$ cat src/rtl/load_store_unit.sv
// MEM-stage load/store unit: turns pipeline load/store strobes into a req/gnt/rvalid bus access,
// holding the pipeline via stall and returning lane-aligned, extended load data.
module load_store_unit #(
  parameter int NBITS = 32
) (
  input  logic               clk,
  input  logic               rst,
  input  logic               mem_rd,
  input  logic               mem_wr,
  input  logic [2:0]         funct3,
  input  logic [NBITS-1:0]   mem_addr,
  input  logic [NBITS-1:0]   st_data,
  output logic [NBITS-1:0]   mem_data,
  output logic               stall,
  output logic               lsu_err,
  output logic               bus_req,
  output logic               bus_we,
  output logic [NBITS-1:0]   bus_addr,
  output logic [NBITS/8-1:0] bus_be,
  output logic [NBITS-1:0]   bus_wdata,
  input  logic               bus_gnt,
  input  logic               bus_rvalid,
  input  logic [NBITS-1:0]   bus_rdata
);

  typedef enum logic [1:0] {S_IDLE, S_REQ, S_WAIT_R, S_DONE} state_e;

  state_e             state_q;
  logic [NBITS-1:0]   mem_data_q;
  logic               lsu_err_q;
  logic               bus_req_q;
  logic               bus_we_q;
  logic [NBITS-1:0]   bus_addr_q;
  logic [NBITS/8-1:0] bus_be_q;
  logic [NBITS-1:0]   bus_wdata_q;
  logic [2:0]         funct3_q;
  logic [1:0]         addr_lo_q;

  logic               err_d;
  logic               start_d;
  logic [NBITS/8-1:0] be_d;
  logic [NBITS-1:0]   wdata_d;
  logic [NBITS-1:0]   load_d;
  logic [7:0]         lane_b;
  logic [15:0]        lane_h;

  // NOTE: every always_comb output gets a default first so no path leaves it unassigned (no latch).
  always_comb begin
    err_d   = 1'b0;
    start_d = 1'b0;
    be_d    = 4'b1111;
    wdata_d = st_data;
    if (mem_rd || mem_wr) begin
      err_d = (mem_rd && mem_wr)
           || (funct3 == 3'b011) || (funct3[2:1] == 2'b11)
           || (funct3[1:0] == 2'b01 && mem_addr[0])
           || (funct3[1:0] == 2'b10 && mem_addr[1:0] != 2'b00)
           || (mem_wr && funct3[2]);
    end
    start_d = (mem_rd ^ mem_wr) && !err_d;
    case (funct3[1:0])
      2'b00: begin
        be_d    = 4'b0001 << mem_addr[1:0];
        wdata_d = {4{st_data[7:0]}};
      end
      2'b01: begin
        be_d    = mem_addr[1] ? 4'b1100 : 4'b0011;
        wdata_d = {2{st_data[15:0]}};
      end
      default: ;
    endcase
  end

  // Lane select uses the address/size latched at request time, not the live pipeline inputs.
  always_comb begin
    lane_b = bus_rdata[{addr_lo_q, 3'b000} +: 8];
    lane_h = bus_rdata[{addr_lo_q[1], 4'b0000} +: 16];
    case (funct3_q)
      3'b000:  load_d = {{24{lane_b[7]}}, lane_b};
      3'b001:  load_d = {{16{lane_h[15]}}, lane_h};
      3'b100:  load_d = {24'h0, lane_b};
      3'b101:  load_d = {16'h0, lane_h};
      default: load_d = bus_rdata;
    endcase
  end

  // NOTE: sequential state uses non-blocking assignments so all registers update together at the edge.
  always_ff @(posedge clk) begin
    if (rst) begin
      state_q     <= S_IDLE;
      mem_data_q  <= '0;
      lsu_err_q   <= 1'b0;
      bus_req_q   <= 1'b0;
      bus_we_q    <= 1'b0;
      bus_addr_q  <= '0;
      bus_be_q    <= '0;
      bus_wdata_q <= '0;
      funct3_q    <= 3'b000;
      addr_lo_q   <= 2'b00;
    end else begin
      lsu_err_q <= (state_q == S_IDLE) && err_d;
      case (state_q)
        S_IDLE: begin
          if (start_d) begin
            state_q     <= S_REQ;
            bus_req_q   <= 1'b1;
            bus_we_q    <= mem_wr;
            bus_addr_q  <= {mem_addr[NBITS-1:2], 2'b00};
            bus_be_q    <= be_d;
            bus_wdata_q <= wdata_d;
            funct3_q    <= funct3;
            addr_lo_q   <= mem_addr[1:0];
          end
        end
        S_REQ: begin
          if (bus_gnt) begin
            bus_req_q <= 1'b0;
            state_q   <= bus_we_q ? S_DONE : S_WAIT_R;
          end
        end
        S_WAIT_R: begin
          if (bus_rvalid) begin
            mem_data_q <= load_d;
            state_q    <= S_DONE;
          end
        end
        default: state_q <= S_IDLE;
      endcase
    end
  end

  // A legal access stalls in the IDLE cycle it is seen; DONE releases the pipeline.
  assign stall     = (state_q == S_IDLE) ? start_d : (state_q != S_DONE);
  assign mem_data  = mem_data_q;
  assign lsu_err   = lsu_err_q;
  assign bus_req   = bus_req_q;
  assign bus_we    = bus_we_q;
  assign bus_addr  = bus_addr_q;
  assign bus_be    = bus_be_q;
  assign bus_wdata = bus_wdata_q;

endmodule

$ cat config.mk
export PLATFORM = sky130hd
export DESIGN_NAME = load_store_unit
export DESIGN_NICKNAME = d
export VERILOG_FILES = /design/src/rtl/load_store_unit.sv
export SDC_FILE = /design/constraint.sdc
export NUM_CORES = 1
export LEC_CHECK = 0
export ABC_AREA = 0
export CAP_MARGIN = 20
export CORE_MARGIN = 2
export CORE_UTILIZATION = 47
export DETAILED_ROUTE_END_ITERATION = 16
export PLACE_DENSITY = 0.9
export SLEW_MARGIN = 20
export SYNTH_ARGS = -nofsm -noshare
export SYNTH_HDL_FRONTEND = slang
export SYNTH_SLANG_ARGS = --single-unit
$ cat constraint.sdc
create_clock -name clk -period 4.3 [get_ports clk]
set_clock_uncertainty 0.2 [all_clocks]
set_input_delay 0.86 -clock clk [delete_from_list [all_inputs] [get_ports clk]]
set_output_delay 0.86 -clock clk [all_outputs]
set_load 0.02 [all_outputs]
Word level (Yosys, flattened, before mapping):

Index checks and enable logic that the tools add are counted.

* eq/ne operators: 13
* shift-type cells: 3
* mux-type cells: 14
* bitwise logic cells: 1
* reduce and logical (&&, ||, !) cells: 22

Operator list (number)
* one-hot mux 32 bit (4 select lines): 1
* one-hot mux 32 bit (2 select lines): 1
* variable part select 32 x 6 -> 16 bit: 1
* variable part select 32 x 6 -> 8 bit: 1
* inequality test 2 bit, second input constant: 4
* one-hot mux 4 bit (2 select lines): 1
* == test 2 bit, second input constant: 3
* == test 3 bit, second input constant: 2
* logical AND 1 bit: 6
* logical OR 1 bit: 6
* 2-to-1 mux 2 bit: 3
* one-hot mux 2 bit (3 select lines): 1
* AND reduction 3 bit: 2
* 2-to-1 mux 1 bit: 5
* == test 2 x 1 -> 1 bit, second input constant: 2
* zero test 2 bit: 2
* 2-to-1 mux 4 bit: 1
* AND reduction 2 bit: 2
* nonzero test 2 bit: 2
* << shifter 1 x 2 -> 4 bit, first input constant: 1
* == test 3 x 1 -> 1 bit, second input constant: 1
* == test 3 x 2 -> 1 bit, second input constant: 1
* zero test 3 bit: 1
* one-hot mux 1 bit (2 select lines): 1
* 2 further kinds: 2

* flip-flop bits (word level): 108
* bits of input ports: 105
* output and inout port bits: 104
* word-level logic and storage cells: 63

Logic depth before layout (Yosys ltp):

* depth after elaboration: 11
* depth in mapped cells: 8
* gate-level depth less buffers: 6

Worst setup path before layout:

Ideal clock, no wire load.

* kind: input port to output port
* from: input funct3[1]
* to: output stall
* data arrival time: 2037 ps
* required time: 3240 ps
* setup slack: 1203 ps
* cell stages on the path: 5
* path buffers: 2
* path through: buf_2 a21oi_1 o2111ai_2 clkbuf_1 o211ai_1

* cells in the longest elaborated chain, start to end: 10
* elaborated cells between the ends (all ways): 15
* those cells by class: eq/ne (4); mux (2); reduce/logical (9)

RTL lines
* from (decl): line 10 `input logic [2:0] funct3,`
* == test 3 x 2 -> 1 bit: line 55 `|| (funct3 == 3'b011) || (funct3[2:1] == 2'b11)`
* logical OR 1 bit (2 in a row): line 55
* logical OR 1 bit: line 56 `|| (funct3[1:0] == 2'b01 && mem_addr[0])`
* logical OR 1 bit *: line 57 `|| (funct3[1:0] == 2'b10 && mem_addr[1:0] != 2'b00)`
* logical OR 1 bit *: line 58 `|| (mem_wr && funct3[2]);`
* 2-to-1 mux 1 bit *: line 53 `if (mem_rd || mem_wr) begin`
* zero test 1 bit *: line 60 `start_d = (mem_rd ^ mem_wr) && !err_d;`
* logical AND 1 bit *: line 60
* 2-to-1 mux 1 bit *: line 133 `assign stall = (state_q == S_IDLE) ? start_d : (state_q != S_DONE);`
* to (decl): line 14 `output logic stall,`

Every way passes the cells marked *; elsewhere a longest branch is shown, timed or not.

Worst setup path in the final report:

* from: input mem_wr
* to: output stall

* cells in the longest elaborated chain, start to end: 10
* elaborated cells between the ends (all ways): 13
* those cells by class: mux (2); bitwise (1); reduce/logical (10)

RTL lines
* from (decl): line 9 `input logic mem_wr,`
* logical AND 1 bit: line 54 `err_d = (mem_rd && mem_wr)`
* logical OR 1 bit (2 in a row): line 55
* logical OR 1 bit: line 56
* logical OR 1 bit: line 57
* logical OR 1 bit: line 58
* 2-to-1 mux 1 bit: line 53
* zero test 1 bit: line 60
* logical AND 1 bit *: line 60
* 2-to-1 mux 1 bit *: line 133

Marks and branches as above.

==> flow_summary.yaml <==
worst_hold_path:
  hold_depth: 2
  min_from: "bus_addr[21]"
  hold_path_end: "bus_addr[21]"
  hp-class: "reg2reg"
global_routing:
  grt_pass1_vias: 5116
  grt_pass1_wl_um: 25500
  antenna_found_initial: 0
  grt_overflow: 0
  grtUsageTotal: 0.272
  grt_max_degree: 112
yosys:
  postSynthCellCount: 634
  ys.flop_type: "dfxtp_1"
  synth_edf_count: 0
  yosysWarnings: 0
  synth_top_area_share: 0.417
  synth.avg_cell_area_um2: 8.18
  synth_area_um2: 5180
  yosys.area.top_type: "dfxtp_1"
  synth_async_sr_flop_share: 0
  ys_ff_latch: 108
  yosysSeqAreaShare: 0.417
  synth.distinct_cells: 40
  synth.area.top_cells: "dfxtp_1, o21ai_0, a21oi_1, nand3_1, a211oi_1"
critical_path:
  required_ns: 3.24
  critical_path_class: "in2out"
  cp_cell_sequence: "clkdlybuf4s50_1, ha_1, a21oi_1, o2111ai_4, o211ai_1, clkdlybuf4s50_1"
  reg2reg_slack_ns: 1.53
  path_max_fanout: 4
  critical-path-slowest-cell: "clkdlybuf4s50_1"
  r2r-end: "bus_wdata[18]"
  start_kind: "primary input"
  cp.arrival_ns: 2.86
  timing.rr.start: "state_q[0]"
  critical_path.top_delay_family: "buffers and inverters"
  crit_path_max_incr_delay_ns: 0.66
  endpoint_kind: "output port"
  rr_worst_depth: 6
  path_common_cell: "clkdlybuf4s50_1"
  path_buf_inv: 2
clocking:
  cts_num_sinks: 108
  cts_tree: "yes"
  htree_levels: 3
  numCtsBuffers: 9
  cts_setup_buffers: 0
  cts_hold_buf: 0
  clk_path_buf_depth: 2
  clk_pin_slew_ns: 0.10
  cts_resized: 0
  clockRootBuffer: "clkbuf_8"
  clk_latency_ns: 0.38
timing:
  drv_slew: 0
  rsz0062_at_grt: "false"
  fmax_ghz: 0.255
  final.min_clock_period_ns: 3.92
  tightest_slew_ns: 1.09
  hold_violations: 0
  fin_tns_setup_ns: 0
  setup_viol: 0
  maxSlewHeadroom: 0.272
  period_share: 0.912
pwr:
  max-vdd-ir-drop_mv: 0.258
  p_seq_frac: 0.392
  internal_power_mw: 2.08
  power_mw: 3.18
  power_density_nw_per_um2: 426
  netSwitchingFraction: 0.347
  p_switching_mw: 1.11
  p_clk_frac: 0.237
  leakage_nw: 2.52
  combPwrFrac: 0.371
floorplanning:
  core_area_um2: 10800
  die-width_um: 109
  start_util: 0.480
  io_pins: 209
  die-area_um2: 11900
  dieHeight_um: 109
  rows: 38
placement:
  placed_area_um2: 7230
  hpwl_um: 11700
  gp_congestion: 0.912
  post-place-cells: 923
  numPortBuffers: 206
routing:
  vias_per_cell: 5.78
  drt_iter0_drc: 361
  dr.pass1.iters: 5
  drc: 0
  drt-total-wl_um: 16300
  vias: 5429
  wl_per_cell_um: 17.4
  antenna_left: 0
finish:
  multiInputGateArea_um2: 2720
  syn_to_final_growth_pct: 44.2
  instances_no_fill: 939
  register_area_um2: 2160
  antennaDiodeCount: 0
  n_fill_cell: 838
  stdcell_area_um2: 7470
  final_nets: 905
  final_layout_size_suffix_gt1_frac: 0.0513
outcome:
  status: "complete, no violations"
job:
  drv_cap: 0
## registers in the layout, indices dropped and copies added (netlist names)
| register | cells |
|---|---|
| state_q | 2 |
| funct3_q | 3 |
| lsu_err | 1 |
| bus_wdata | 32 |
| bus_addr | 30 |
| addr_lo_q | 2 |
| bus_req | 1 |
| bus_be | 4 |
| bus_we | 1 |
| mem_data | 32 |
## area by class of cell
type                    count  area share
multi-input cells         452       0.364
flip-flops and latches    108       0.289
repair buffers            215       0.286
well taps                 140      0.0234
clock buffers               9      0.0166
clock inverters             7      0.0161
inverters                   8     0.00402
## power by group through the flow
stage,logic [mW],registers (mW),clock network [mW]
final,1.18,1.25,0.753
after global routing,1.28,1.27,0.805
after CTS,1.18,1.25,0.767
after detailed placement,1.17,1.27,0
after global placement,1.14,1.26,0
after floorplan,0.526,1.41,0
## Yosys cell counts (9+ instances only)
cell type and n:
mux2i_1 22, nand3_1 54, dfxtp_1 108, clkbuf_1 45
nand2_1 49, nor2_1 44, nor3_1 22, a211oi_1 34
o21ai_0 70, buf_2 9, a311oi_1 12, a21oi_1 63
## worst register-to-register path, stage by stage (launching register included)
cell       delay (ns)
dfxtp_1          0.39
inv_1            0.09
ha_1             0.33
o2111ai_4        0.14
buf_4            0.50
nand2_1          0.58
a211oi_1         0.44
## worst max-delay path by stage
stage	cells after the start	endpoint	from	slack [ns]
after global placement	6	stall	mem_wr	0.47
after detailed placement	6	stall	mem_wr	0.41
after global routing	6	stall	mem_wr	0.26
after floorplan	5	stall	funct3[1]	1.20
final	6	stall	mem_wr	0.38
after CTS	6	stall	mem_wr	0.39
## cells by family (layout without fill, tap and decap cells)
kind of cell               Yosys count  count (layout)  synth area share
AOI/OAI and AO/OA                  210             210             0.249
adders and majority gates            6               6            0.0145
buffers and inverters               75             239            0.0620
DFF                                108             108             0.417
muxes                               31              31            0.0642
other                                1               2          0.000723
and+or+nand+nor                    203             203             0.192
## per-layer routing
layer  track usage  wire [um]  up-vias
met5             0          0        -
met3        0.0801       1330       43
met2         0.445       7950      244
li1              -          -     2614
met1         0.336       6600     2528
met4         0.109        457        0
## per-stage QoR
step | utilization | hold slack, ns | setup WS [ns]
5_1_grt | 0.692 | 0.294 | 0.260
2_1_floorplan | - | 0.262 | 1.20
3_5_place_dp | 0.670 | 0.261 | 0.411
3_3_place_gp | 0.670 | 0.253 | 0.474
4_1_cts | 0.692 | 0.274 | 0.390
6_report | 0.692 | 0.273 | 0.380
## layout by cell type (no fill, tap or decap), types with 3 or more instances in the layout
master,n
o31ai_1,7
ha_1,6
nor3_1,22
inv_1,8
nor3b_1,8
nor2_1,44
dfxtp_1,108
a211oi_1,34
o21ai_0,70
clkdlybuf4s50_1,205
nand3b_1,7
nand2b_1,7
and3b_1,7
nand2_1,49
bufinv_16,3
nand3_1,53
a2111oi_0,8
mux2i_1,22
buf_4,9
clkbuf_8,9
mux2_2,8
a211o_1,7
a21oi_1,63
a311oi_1,12
Power figures use the tool's default switching activity.
